[src/rtl/instr_encoder_if.sv]
// Beat-level bus for instr_encoder: field-level input beat in, packed instruction word out.
// Both directions use valid/ready; the encoder side is the slave modport.
interface instr_encoder_if #(
  parameter int unsigned ADDR_W = 32
);
  logic              in_valid;
  logic              in_ready;
  logic [2:0]        in_format;
  logic [6:0]        in_opcode;
  logic [4:0]        in_rd;
  logic [4:0]        in_rs1;
  logic [4:0]        in_rs2;
  logic [2:0]        in_funct3;
  logic [6:0]        in_funct7;
  logic [31:0]       in_imm;

  logic              out_valid;
  logic              out_ready;
  logic [31:0]       out_instr;
  logic [ADDR_W-1:0] out_addr;
  logic              out_err;

  modport slave (
    input  in_valid, in_format, in_opcode, in_rd, in_rs1, in_rs2,
           in_funct3, in_funct7, in_imm, out_ready,
    output in_ready, out_valid, out_instr, out_addr, out_err
  );

  modport master (
    output in_valid, in_format, in_opcode, in_rd, in_rs1, in_rs2,
           in_funct3, in_funct7, in_imm, out_ready,
    input  in_ready, out_valid, out_instr, out_addr, out_err
  );
endinterface

[src/rtl/instr_encoder.sv]
// RV32I instruction encoder: checks and scatters the immediate, emits word + sequential address.
// Two-stage pipeline (accept at edge N -> out_valid after N+1); stalls hold output stable, in_ready drops when both stages are full.
module instr_encoder #(
  parameter int unsigned       ADDR_W    = 32,
  parameter logic [ADDR_W-1:0] BASE_ADDR = '0
) (
  input  logic              clk,
  input  logic              reset,
  instr_encoder_if.slave    bus,
  input  logic              addr_load,
  input  logic [ADDR_W-1:0] addr_value,
  output logic [7:0]        err_count
);

  localparam logic [2:0]  FMT_R = 3'd0;
  localparam logic [2:0]  FMT_I = 3'd1;
  localparam logic [2:0]  FMT_S = 3'd2;
  localparam logic [2:0]  FMT_B = 3'd3;
  localparam logic [2:0]  FMT_U = 3'd4;
  localparam logic [2:0]  FMT_J = 3'd5;
  localparam logic [31:0] NOP   = 32'h0000_0013;

  // Stage-1 state
  logic        s1_valid;
  logic [2:0]  s1_format;
  logic [6:0]  s1_opcode;
  logic [4:0]  s1_rd;
  logic [4:0]  s1_rs1;
  logic [4:0]  s1_rs2;
  logic [2:0]  s1_funct3;
  logic [6:0]  s1_funct7;
  logic [31:0] s1_imm;
  logic        s1_err;

  // Stage-2 state
  logic              out_valid_q;
  logic [31:0]       out_instr_q;
  logic              out_err_q;
  logic [ADDR_W-1:0] addr_cnt;

  logic        s2_accept;
  logic        s1_adv;
  logic        take;
  logic        out_xfer;
  logic        imm_bad;
  logic        chk_err;
  logic [31:0] word;

  assign s2_accept = !out_valid_q || bus.out_ready;
  assign s1_adv    = s1_valid && s2_accept;
  assign bus.in_ready = !s1_valid || s1_adv;
  assign take      = bus.in_valid && bus.in_ready;
  assign out_xfer  = out_valid_q && bus.out_ready;

  // Immediate must be representable in the format's field (sign-extension holds) and aligned where required.
  always_comb begin
    imm_bad = 1'b0;
    case (bus.in_format)
      FMT_R:        imm_bad = 1'b0;
      FMT_I, FMT_S: imm_bad = (bus.in_imm[31:11] != {21{bus.in_imm[11]}});
      FMT_B:        imm_bad = (bus.in_imm[31:12] != {20{bus.in_imm[12]}}) || bus.in_imm[0];
      FMT_U:        imm_bad = (bus.in_imm[11:0] != 12'd0);
      FMT_J:        imm_bad = (bus.in_imm[31:20] != {12{bus.in_imm[20]}}) || bus.in_imm[0];
      default:      imm_bad = 1'b1;
    endcase
    chk_err = imm_bad || (bus.in_opcode[1:0] != 2'b11);
  end

  always_ff @(posedge clk or posedge reset) begin
    if (reset) begin
      s1_valid <= 1'b0;
    end else if (take) begin
      s1_valid <= 1'b1;
    end else if (s1_adv) begin
      s1_valid <= 1'b0;
    end
  end

  // Payload registers need no reset: they are only observed behind s1_valid.
  always_ff @(posedge clk) begin
    if (take) begin
      s1_format <= bus.in_format;
      s1_opcode <= bus.in_opcode;
      s1_rd     <= bus.in_rd;
      s1_rs1    <= bus.in_rs1;
      s1_rs2    <= bus.in_rs2;
      s1_funct3 <= bus.in_funct3;
      s1_funct7 <= bus.in_funct7;
      s1_imm    <= bus.in_imm;
      s1_err    <= chk_err;
    end
  end

  always_comb begin
    word = NOP;
    case (s1_format)
      FMT_R: word = {s1_funct7, s1_rs2, s1_rs1, s1_funct3, s1_rd, s1_opcode};
      FMT_I: word = {s1_imm[11:0], s1_rs1, s1_funct3, s1_rd, s1_opcode};
      FMT_S: word = {s1_imm[11:5], s1_rs2, s1_rs1, s1_funct3, s1_imm[4:0], s1_opcode};
      FMT_B: word = {s1_imm[12], s1_imm[10:5], s1_rs2, s1_rs1, s1_funct3,
                     s1_imm[4:1], s1_imm[11], s1_opcode};
      FMT_U: word = {s1_imm[31:12], s1_rd, s1_opcode};
      FMT_J: word = {s1_imm[20], s1_imm[10:1], s1_imm[11], s1_imm[19:12], s1_rd, s1_opcode};
      default: word = NOP;
    endcase
    if (s1_err) begin
      word = NOP;
    end
  end

  always_ff @(posedge clk or posedge reset) begin
    if (reset) begin
      out_valid_q <= 1'b0;
      out_instr_q <= 32'd0;
      out_err_q   <= 1'b0;
    end else if (s2_accept) begin
      out_valid_q <= s1_valid;
      if (s1_valid) begin
        out_instr_q <= word;
        out_err_q   <= s1_err;
      end
    end
  end

  // A load takes priority over the post-transfer increment in the same cycle.
  always_ff @(posedge clk or posedge reset) begin
    if (reset) begin
      addr_cnt <= BASE_ADDR;
    end else if (addr_load) begin
      addr_cnt <= addr_value;
    end else if (out_xfer) begin
      addr_cnt <= addr_cnt + ADDR_W'(4);
    end
  end

  always_ff @(posedge clk or posedge reset) begin
    if (reset) begin
      err_count <= 8'd0;
    end else if (out_xfer && out_err_q && (err_count != 8'hFF)) begin
      err_count <= err_count + 8'd1;
    end
  end

  assign bus.out_valid = out_valid_q;
  assign bus.out_instr = out_instr_q;
  assign bus.out_err   = out_err_q;
  assign bus.out_addr  = addr_cnt;

endmodule

[src/flat_wrapper.sv]
// flat-port wrapper written by rule: the top's interface ports become plain ports
module instr_encoder_flat 
#(
  parameter int unsigned       ADDR_W    = 32,
  parameter logic [ADDR_W-1:0] BASE_ADDR = '0
)
  (clk, reset, addr_load, addr_value, err_count, bus_in_valid, bus_in_format, bus_in_opcode, bus_in_rd, bus_in_rs1, bus_in_rs2, bus_in_funct3, bus_in_funct7, bus_in_imm, bus_out_ready, bus_in_ready, bus_out_valid, bus_out_instr, bus_out_addr, bus_out_err);
  instr_encoder_if #(.ADDR_W(ADDR_W)) bus_i ();
  input  logic clk;
  input  logic reset;
  input  logic addr_load;
  input  logic [ADDR_W-1:0] addr_value;
  output logic [7:0] err_count;
  input wire logic [$bits(bus_i.in_valid)-1:0] bus_in_valid;
  input wire logic [$bits(bus_i.in_format)-1:0] bus_in_format;
  input wire logic [$bits(bus_i.in_opcode)-1:0] bus_in_opcode;
  input wire logic [$bits(bus_i.in_rd)-1:0] bus_in_rd;
  input wire logic [$bits(bus_i.in_rs1)-1:0] bus_in_rs1;
  input wire logic [$bits(bus_i.in_rs2)-1:0] bus_in_rs2;
  input wire logic [$bits(bus_i.in_funct3)-1:0] bus_in_funct3;
  input wire logic [$bits(bus_i.in_funct7)-1:0] bus_in_funct7;
  input wire logic [$bits(bus_i.in_imm)-1:0] bus_in_imm;
  input wire logic [$bits(bus_i.out_ready)-1:0] bus_out_ready;
  output wire logic [$bits(bus_i.in_ready)-1:0] bus_in_ready;
  output wire logic [$bits(bus_i.out_valid)-1:0] bus_out_valid;
  output wire logic [$bits(bus_i.out_instr)-1:0] bus_out_instr;
  output wire logic [$bits(bus_i.out_addr)-1:0] bus_out_addr;
  output wire logic [$bits(bus_i.out_err)-1:0] bus_out_err;
  assign bus_i.in_valid = bus_in_valid;
  assign bus_i.in_format = bus_in_format;
  assign bus_i.in_opcode = bus_in_opcode;
  assign bus_i.in_rd = bus_in_rd;
  assign bus_i.in_rs1 = bus_in_rs1;
  assign bus_i.in_rs2 = bus_in_rs2;
  assign bus_i.in_funct3 = bus_in_funct3;
  assign bus_i.in_funct7 = bus_in_funct7;
  assign bus_i.in_imm = bus_in_imm;
  assign bus_i.out_ready = bus_out_ready;
  assign bus_in_ready = bus_i.in_ready;
  assign bus_out_valid = bus_i.out_valid;
  assign bus_out_instr = bus_i.out_instr;
  assign bus_out_addr = bus_i.out_addr;
  assign bus_out_err = bus_i.out_err;
  instr_encoder #(.ADDR_W(ADDR_W), .BASE_ADDR(BASE_ADDR)) u_core (.clk(clk), .reset(reset), .bus(bus_i), .addr_load(addr_load), .addr_value(addr_value), .err_count(err_count));
endmodule
[config.mk]
export PLATFORM = sky130hd
export DESIGN_NAME = instr_encoder_flat
export DESIGN_NICKNAME = d
export VERILOG_FILES = /design/src/rtl/instr_encoder_if.sv /design/src/rtl/instr_encoder.sv /design/src/flat_wrapper.sv
export SDC_FILE = /design/constraint.sdc
export NUM_CORES = 1
export LEC_CHECK = 0
export ABC_AREA = 0
export BUFFER_PORTS_ARGS = -buffer_cell sky130_fd_sc_hd__buf_4
export CORE_MARGIN = 3
export CORE_UTILIZATION = 41
export CTS_BUF_LIST = sky130_fd_sc_hd__clkbuf_16
export DETAILED_ROUTE_END_ITERATION = 12
export GPL_TIMING_DRIVEN = 0
export PLACE_DENSITY = 0.64
export SYNTH_ARGS = -nofsm -noshare
export SYNTH_HDL_FRONTEND = slang
export SYNTH_SLANG_ARGS = --single-unit
[constraint.sdc]
create_clock -name clk -period 5.72 [get_ports clk]
set_input_delay 0.858 -clock clk [delete_from_list [all_inputs] [get_ports clk]]
set_output_delay 0.858 -clock clk [all_outputs]
set_load 0.005 [all_outputs]
==> run metrics, run 1 <==
pwr dens=318.2 nW/um^2; Post-Syn Area per Cell=11.92 sq um; Hold Path End=u_core.bus.out_instr[1]; Die H=128.1 microns; final wirelength=15420 microns; starting density of the core=0.4193; worst skew pair latency=0.41 ns; Post-synth EDFFs=68; boundary pin count=179; Worst setup SP type=input port; number of gates resized after cts=0; Hold Crit Class=register to register; Async SR Flop Fraction=0.5245; Clk pin slew, worst setup/hold paths=0.06 ns; Mapped Area=6117 sq um; placed cells=875; Layout Nets=816; synthesized flop and latch total=143; Fin. Hold Viols=0; R2R depth=6; initial antenna violation count=0; Post-CTS Setup Bufs=0; Synthesis Warnings=0; CORE AREA=14590 sq um; CP endpoint kind=register; placer congestion estimate=0.9062; RSZ-0062 raised after global routing=false; Syn Inst Count=513; fin cells=906; via count=4829; Register Area=3919 sq um; GRT Total Usage=0.1902; largest net degree at the start of global routing=69; CTS sink cnt=143; Required @ worst endpoint=5.85 ns; crit-path cells=buf_4 > or4_4 > nor4_1 > nor4b_1 > o211ai_1; TritonCTS Buffers=17; Netlist cell types=52; Worst Tran Pin Value=0.8760 ns; worst rel slew slack=0.4160; slowest library cell on the worst path=or4_4; HP Start=u_core.s1_opcode[1]; hpwl dp=11740 microns; final setup vio count=0; die area=16420 sq um; Rows=44; CTS tree=yes; Post-synth top flop=dfrtp_1; Vias per Instance=5.330; Net Count, Synth=619; leading area contributor after synthesis=edfxtp_1; max-cap viol count=0; root buffer cell=clkbuf_16; total grt overflow=0; area grow syn2layout=35.32%; Final period util=0.3981; Antenna Nets Post-Route=0; sequential area share after synthesis=0.6406; status=complete, no violations; Max Clock Skew=0.007170 ns; H-tree levels=4; worst setup path class=input port to register; r2r startpoint=u_core.bus.out_addr[2]; Max Clk Rate=0.4391 GHz; leak pwr=3.499 nW; n_diodes=0; maximum VDD drop=0.1820 mV; CP peak stage delay=0.53 ns; layout cells sized above 1=0.3130; min Tclk post-route=2.277 ns; drt drc=0; # fillers=1242; WL per Instance=17.02 microns; port buffer count=177; Die Wd=128.1 microns; number of cells on the worst hold path=1; share of the synthesized area in the top cell type=0.3338; Iter 0 DRT Violations=337; reg2reg setup slack=3.73 ns; Clock Tree Buf Depth=2; CP top delay family=simple AND/OR/NAND/NOR gates; drt first pass iters=4; Max Slew Vio Count=0; worst reg2reg path endpoint=u_core.bus.out_addr[24]; vias in the first global route=4715; crit path max fanout=3; setup TNS=0 ns; crit path DAT=2.41 ns; CP bufs+invs=1; first-pass GRT wire length=24280 microns; Post-CTS Hold Fix Bufs=0; area of the multi-input gates=2101 sq um; Area contributors post-synth=edfxtp_1 33%, dfrtp_1 31%, nand2_1 4.9%
worst max-delay path by stage:
| stage | from | endpoint | slack (ns) | cells after the start |
|---|---|---|---|---|
| final | bus_in_imm[24] | u_core.s1_err | 3.44 | 5 |
| after global routing | bus_in_imm[24] | u_core.s1_err | 3.40 | 6 |
| after CTS | bus_out_ready | bus_in_ready | 3.48 | 3 |
| after detailed placement | bus_in_imm[24] | u_core.s1_err | 3.06 | 5 |
| after global placement | bus_out_ready | u_core.s1_funct7[0] | 1.97 | 3 |
| after floorplan | bus_out_ready | u_core.s1_err | 2.66 | 2 |
registers in the layout, summed over array words and instances (netlist names), 7 cells and up:
register              count
u_core.bus.out_instr     32
u_core.s1_opcode          7
u_core.bus.out_addr      32
u_core.err_count          8
u_core.s1_imm            32
u_core.s1_funct7          7
Yosys cell counts (4+ instances only):
cell type,instances
nand3_1,15
o22ai_1,7
xor2_1,28
a22oi_1,22
clkbuf_1,15
mux2i_1,4
o21ai_1,12
nor2b_1,10
nor2_1,16
mux2_2,4
dfrtp_1,75
edfxtp_1,68
a21oi_1,14
nand2_1,80
nor3_1,9
nor4_1,5
o21ai_0,36
nand4_1,16
a22o_1,10
inv_1,6
xnor2_1,10
nand2b_1,4
final cells by class:
class / count / area share
multi-input combinational: 344 / 0.2538
timing repair buffer: 178 / 0.1629
sequential: 143 / 0.4734
tap: 184 / 0.02781
inverter: 7 / 0.003476
buffer: 19 / 0.008918
clock inverter: 14 / 0.01829
clock buffer: 17 / 0.05139
report_power, final:
part	total [mW]	leakage [nW]	switching [mW]	internal (mW)
clock	1.07	0.288	0.397	0.674
combinational	0.325	1.61	0.155	0.169
sequential	1.24	1.60	0.0713	1.17
placed cells by master, fill, tap and decap left out, types with 4 or more instances in the layout:
master     count
a22oi_1       22
a22o_1        10
nand2b_1       4
nand3_1       15
nand4_1       16
xnor2_1       10
nor2_1        16
dfrtp_1       75
buf_4        177
nand2_1       80
o22ai_1        7
clkinv_2       5
nor3_1         9
xor2_1        28
clkbuf_1      15
inv_1          6
clkbuf_16     17
mux2i_1        4
o21ai_1       12
edfxtp_1      68
mux2_2         4
nor2b_1       10
a21oi_1       14
o21ai_0       36
nor4_1         5
cells by family after synthesis:
| family | after synthesis | share of synthesized area |
|---|---|---|
| compound gates | 117 | 0.1213 |
| xor+xnor | 38 | 0.05441 |
| fa+ha+maj | 2 | 0.004090 |
| buf+inv | 26 | 0.01636 |
| flops | 143 | 0.6406 |
| mux | 8 | 0.01391 |
| simple gates | 179 | 0.1493 |
layer usage:
metal | vias to the layer above | GRT usage | part of all wire
li1 | 2289 | - | -
met1 | 2319 | 0.2482 | 0.42
met2 | 196 | 0.3102 | 0.49
met3 | 25 | 0.04625 | 0.070
met4 | 0 | 0.06866 | 0.017
met5 | - | 0 | 0
worst register-to-register path, stage by stage, from the launching register on:
cell and delay, ns:
dfrtp_1 0.45, ha_1 0.20, nand3_2 0.14, nor4_4 0.62
nand4_1 0.19, xor2_1 0.21, o21ai_2 0.06
metrics by stage:
stage / setup WS, ns / total power [mW] / utilization / hold WS, ns / instance area [sq um]
finish: 3.443 / 2.634 / 0.5674 / 0.4597 / 8278
global route: 3.401 / 2.757 / 0.5674 / 0.4659 / 8278
CTS: 3.477 / 2.661 / 0.5674 / 0.4604 / 8278
detailed placement: 3.062 / 1.586 / 0.5279 / 0.4497 / 7701
global placement: 1.966 / 1.573 / 0.5262 / 0.4395 / 7676
floorplan: 2.658 / 1.387 / - / 0.4363 / 6117
No activity file was read; power rests on OpenSTA's default activity.
==> run 2: changes to the inputs <==
- PLACE_DENSITY: 0.64 -> 0.66
- clock period: 5.72 -> 1.9 ns (I/O delays scaled with it)
==> run 2 against run 1 <==
  * Total power rose to 3.1 times the previous value
  * Design area rose by 1.3%
  * Critical endpoint is now u_core.s1_funct7[2]
  * Via count fell by 1.7%
  * Critical path depth fell by 3
  * Combinational power rose to 3.0 times the previous value
  * Register-to-register slack got worse by 3.6 ns
  * Final cell count rose by 0.66%
==> run metrics, run 2 (same netlist as run 1, synthesis figures left out) <==
Vias per Instance=5.204 (-2.4%); first-pass GRT wire length=24520 microns (+0.96%); Required @ worst endpoint=1.94 ns (-3.91 ns); layout cells sized above 1=0.3228 (+0.009783); via count=4746 (-1.7%); Clk network pwr share=0.418 (+0.011); crit-path cells=nand3b_1 > and2_4; boundary pin count=179 (unchanged); root buffer cell=clkbuf_16; RSZ-0062 raised after global routing=false; hpwl dp=11830 microns (+0.79%); Die Wd=128.1 microns (unchanged); initial antenna violation count=0 (unchanged); area grow syn2layout=37.08%; commonest non-fill, non-tap cell in the layout=buf_4; leak pwr=3.532 nW (+0.94%); drt drc=0 (unchanged); crit path DAT=1.85 ns (-0.56 ns); TritonCTS Buffers=17 (unchanged); worst setup path class=register to register; CTS tree=yes; fin cells=912 (+0.66%); Max Slew Vio Count=0 (unchanged); final setup vio count=0 (unchanged); WL per Instance=16.88 microns (-0.83%); crit path max fanout=68 (+65); Clk pin slew, worst setup/hold paths=0.06 ns (about the same); maximum VDD drop=0.6245 mV (+240%); final core utilization=0.5748 (+0.007376); n_diodes=0 (unchanged); min Tclk post-route=1.802 ns; slowest library cell on the worst path=and2_4; CP bufs+invs=0 (-1); Die H=128.1 microns (unchanged); largest net degree at the start of global routing=69 (unchanged); CP endpoint kind=register; CP top delay family=simple AND/OR/NAND/NOR gates; Clock Tree Buf Depth=2 (unchanged); Worst setup SP type=register; Fin. Hold Viols=0 (unchanged); CORE AREA=14590 sq um (unchanged); Max Clock Skew=0.006839 ns (-0.0003308 ns); status=complete, no violations; register share of total power=0.461 (-0.009); most frequent cells in the layout=179 x buf_4, 80 x nand2_1, 73 x dfrtp_1; # fillers=1207 (-2.8%); Hold Crit Class=input port to register; drt first pass iters=5 (+1); Iter 0 DRT Violations=306 (-9.2%); Antenna Nets Post-Route=0 (unchanged); Final period util=0.9482; CP peak stage delay=0.72 ns (+0.19 ns); placed cells=876 (+0.11%); CTS sink cnt=143 (unchanged); worst rel slew slack=0.4180 (+0.001983); Worst Tran Pin Value=0.8731 ns (-0.002975 ns); die area=16420 sq um (unchanged); Layout Nets=821 (+0.61%); Rows=44 (unchanged); total grt overflow=0 (unchanged); starting density of the core=0.4193 (unchanged); P_sw=1.990 mW (+220%); Power Internal=6.103 mW (+200%); pwr dens=965.1 nW/um^2 (+200%); port buffer count=177 (unchanged); Max Clk Rate=0.5550 GHz; placer congestion estimate=0.8644 (-4.6%); final wirelength=15390 microns (-0.18%); GRT Total Usage=0.1909 (+0.0007037); Comb power frac=0.121 (-0.002); reg2reg setup slack=0.1 ns (-3.63 ns); vias in the first global route=4772 (+1.2%); max-cap viol count=0 (unchanged); sw frac=0.2458 (+0.008959); worst skew pair latency=0.42 ns (about the same); H-tree levels=4 (unchanged)
==> run 2: through the flow <==
step | setup slack, ns | power, mW | area (sq um) | hold WS, ns | TNS (ns)
final | 0.09833 | 8.093 | 8386 | 0.03821 | 0
after global routing | 0.002197 | 8.458 | 8386 | 0.01455 | 0
after CTS | 0.03987 | 8.193 | 8377 | 0.01773 | 0
after detailed placement | -0.2289 | 4.776 | 7722 | 0.3294 | -1.213
after global placement | -0.1720 | 4.733 | 7682 | 0.4397 | -0.6987
after floorplan | 0.1865 | 4.172 | 6123 | 0.3839 | 0
==> run 2: repair_timing <==
action | 4_1_cts | 5_1_grt
hold buffers | 1 | 0
setup endpoints to repair | 18 | 12
gates cloned | 0 | 0
buffers inserted | 3 | 0
pin swaps | 2 | 0
hold endpoints to repair | 16 | 0
gates resized for setup | 0 | 4
==> run 2: power by group through the flow <==
stage                     clock, mW  sequential [mW]  combinational (mW)
after floorplan                   0             3.74               0.431
after global placement            0             3.77               0.966
after detailed placement          0             3.78               0.995
after CTS                      3.47             3.72               0.997
after global routing           3.61             3.76                1.09
final                          3.38             3.73               0.982
==> run 2: worst paths after layout <==
kind                                 startpoint                  endpoint  cells after the start
min in group asynchronous                 reset        u_core.bus.out_err                      3
max reg2reg                u_core.bus.out_valid       u_core.s1_funct7[2]                      2
min reg2reg                 u_core.s1_opcode[2]   u_core.bus.out_instr[2]                      1
max                        u_core.bus.out_valid       u_core.s1_funct7[2]                      2
min                               bus_in_rs1[1]          u_core.s1_rs1[1]                      1
max in group asynchronous                 reset  u_core.bus.out_instr[11]                      4
==> run 2: layout make-up <==
class / instances / area (sq um) / share of cell area
sequential: 143 / 3921 / 0.4676
multi-input combinational: 344 / 2107 / 0.2513
timing repair buffer: 183 / 1414 / 0.1686
clock buffer: 17 / 425.4 / 0.05073
tap: 184 / 230.2 / 0.02745
clock inverter: 15 / 183.9 / 0.02193
buffer: 19 / 73.82 / 0.008803
inverter: 7 / 30.03 / 0.003581
==> run 2: per-layer routing <==
metal  track usage  vias up  wire (microns)
met2        0.3148      186            7485
met1        0.2447     2238            6516
met5             0        -               0
met4       0.06429        0             195
met3       0.05125       16            1197
li1              -     2306               -
==> run 2: worst reg2reg max path: cells and delay by family (launching register included) <==
kind | cells | cell delay, ns
simple gates | 2 | 0.91
flops | 1 | 0.46
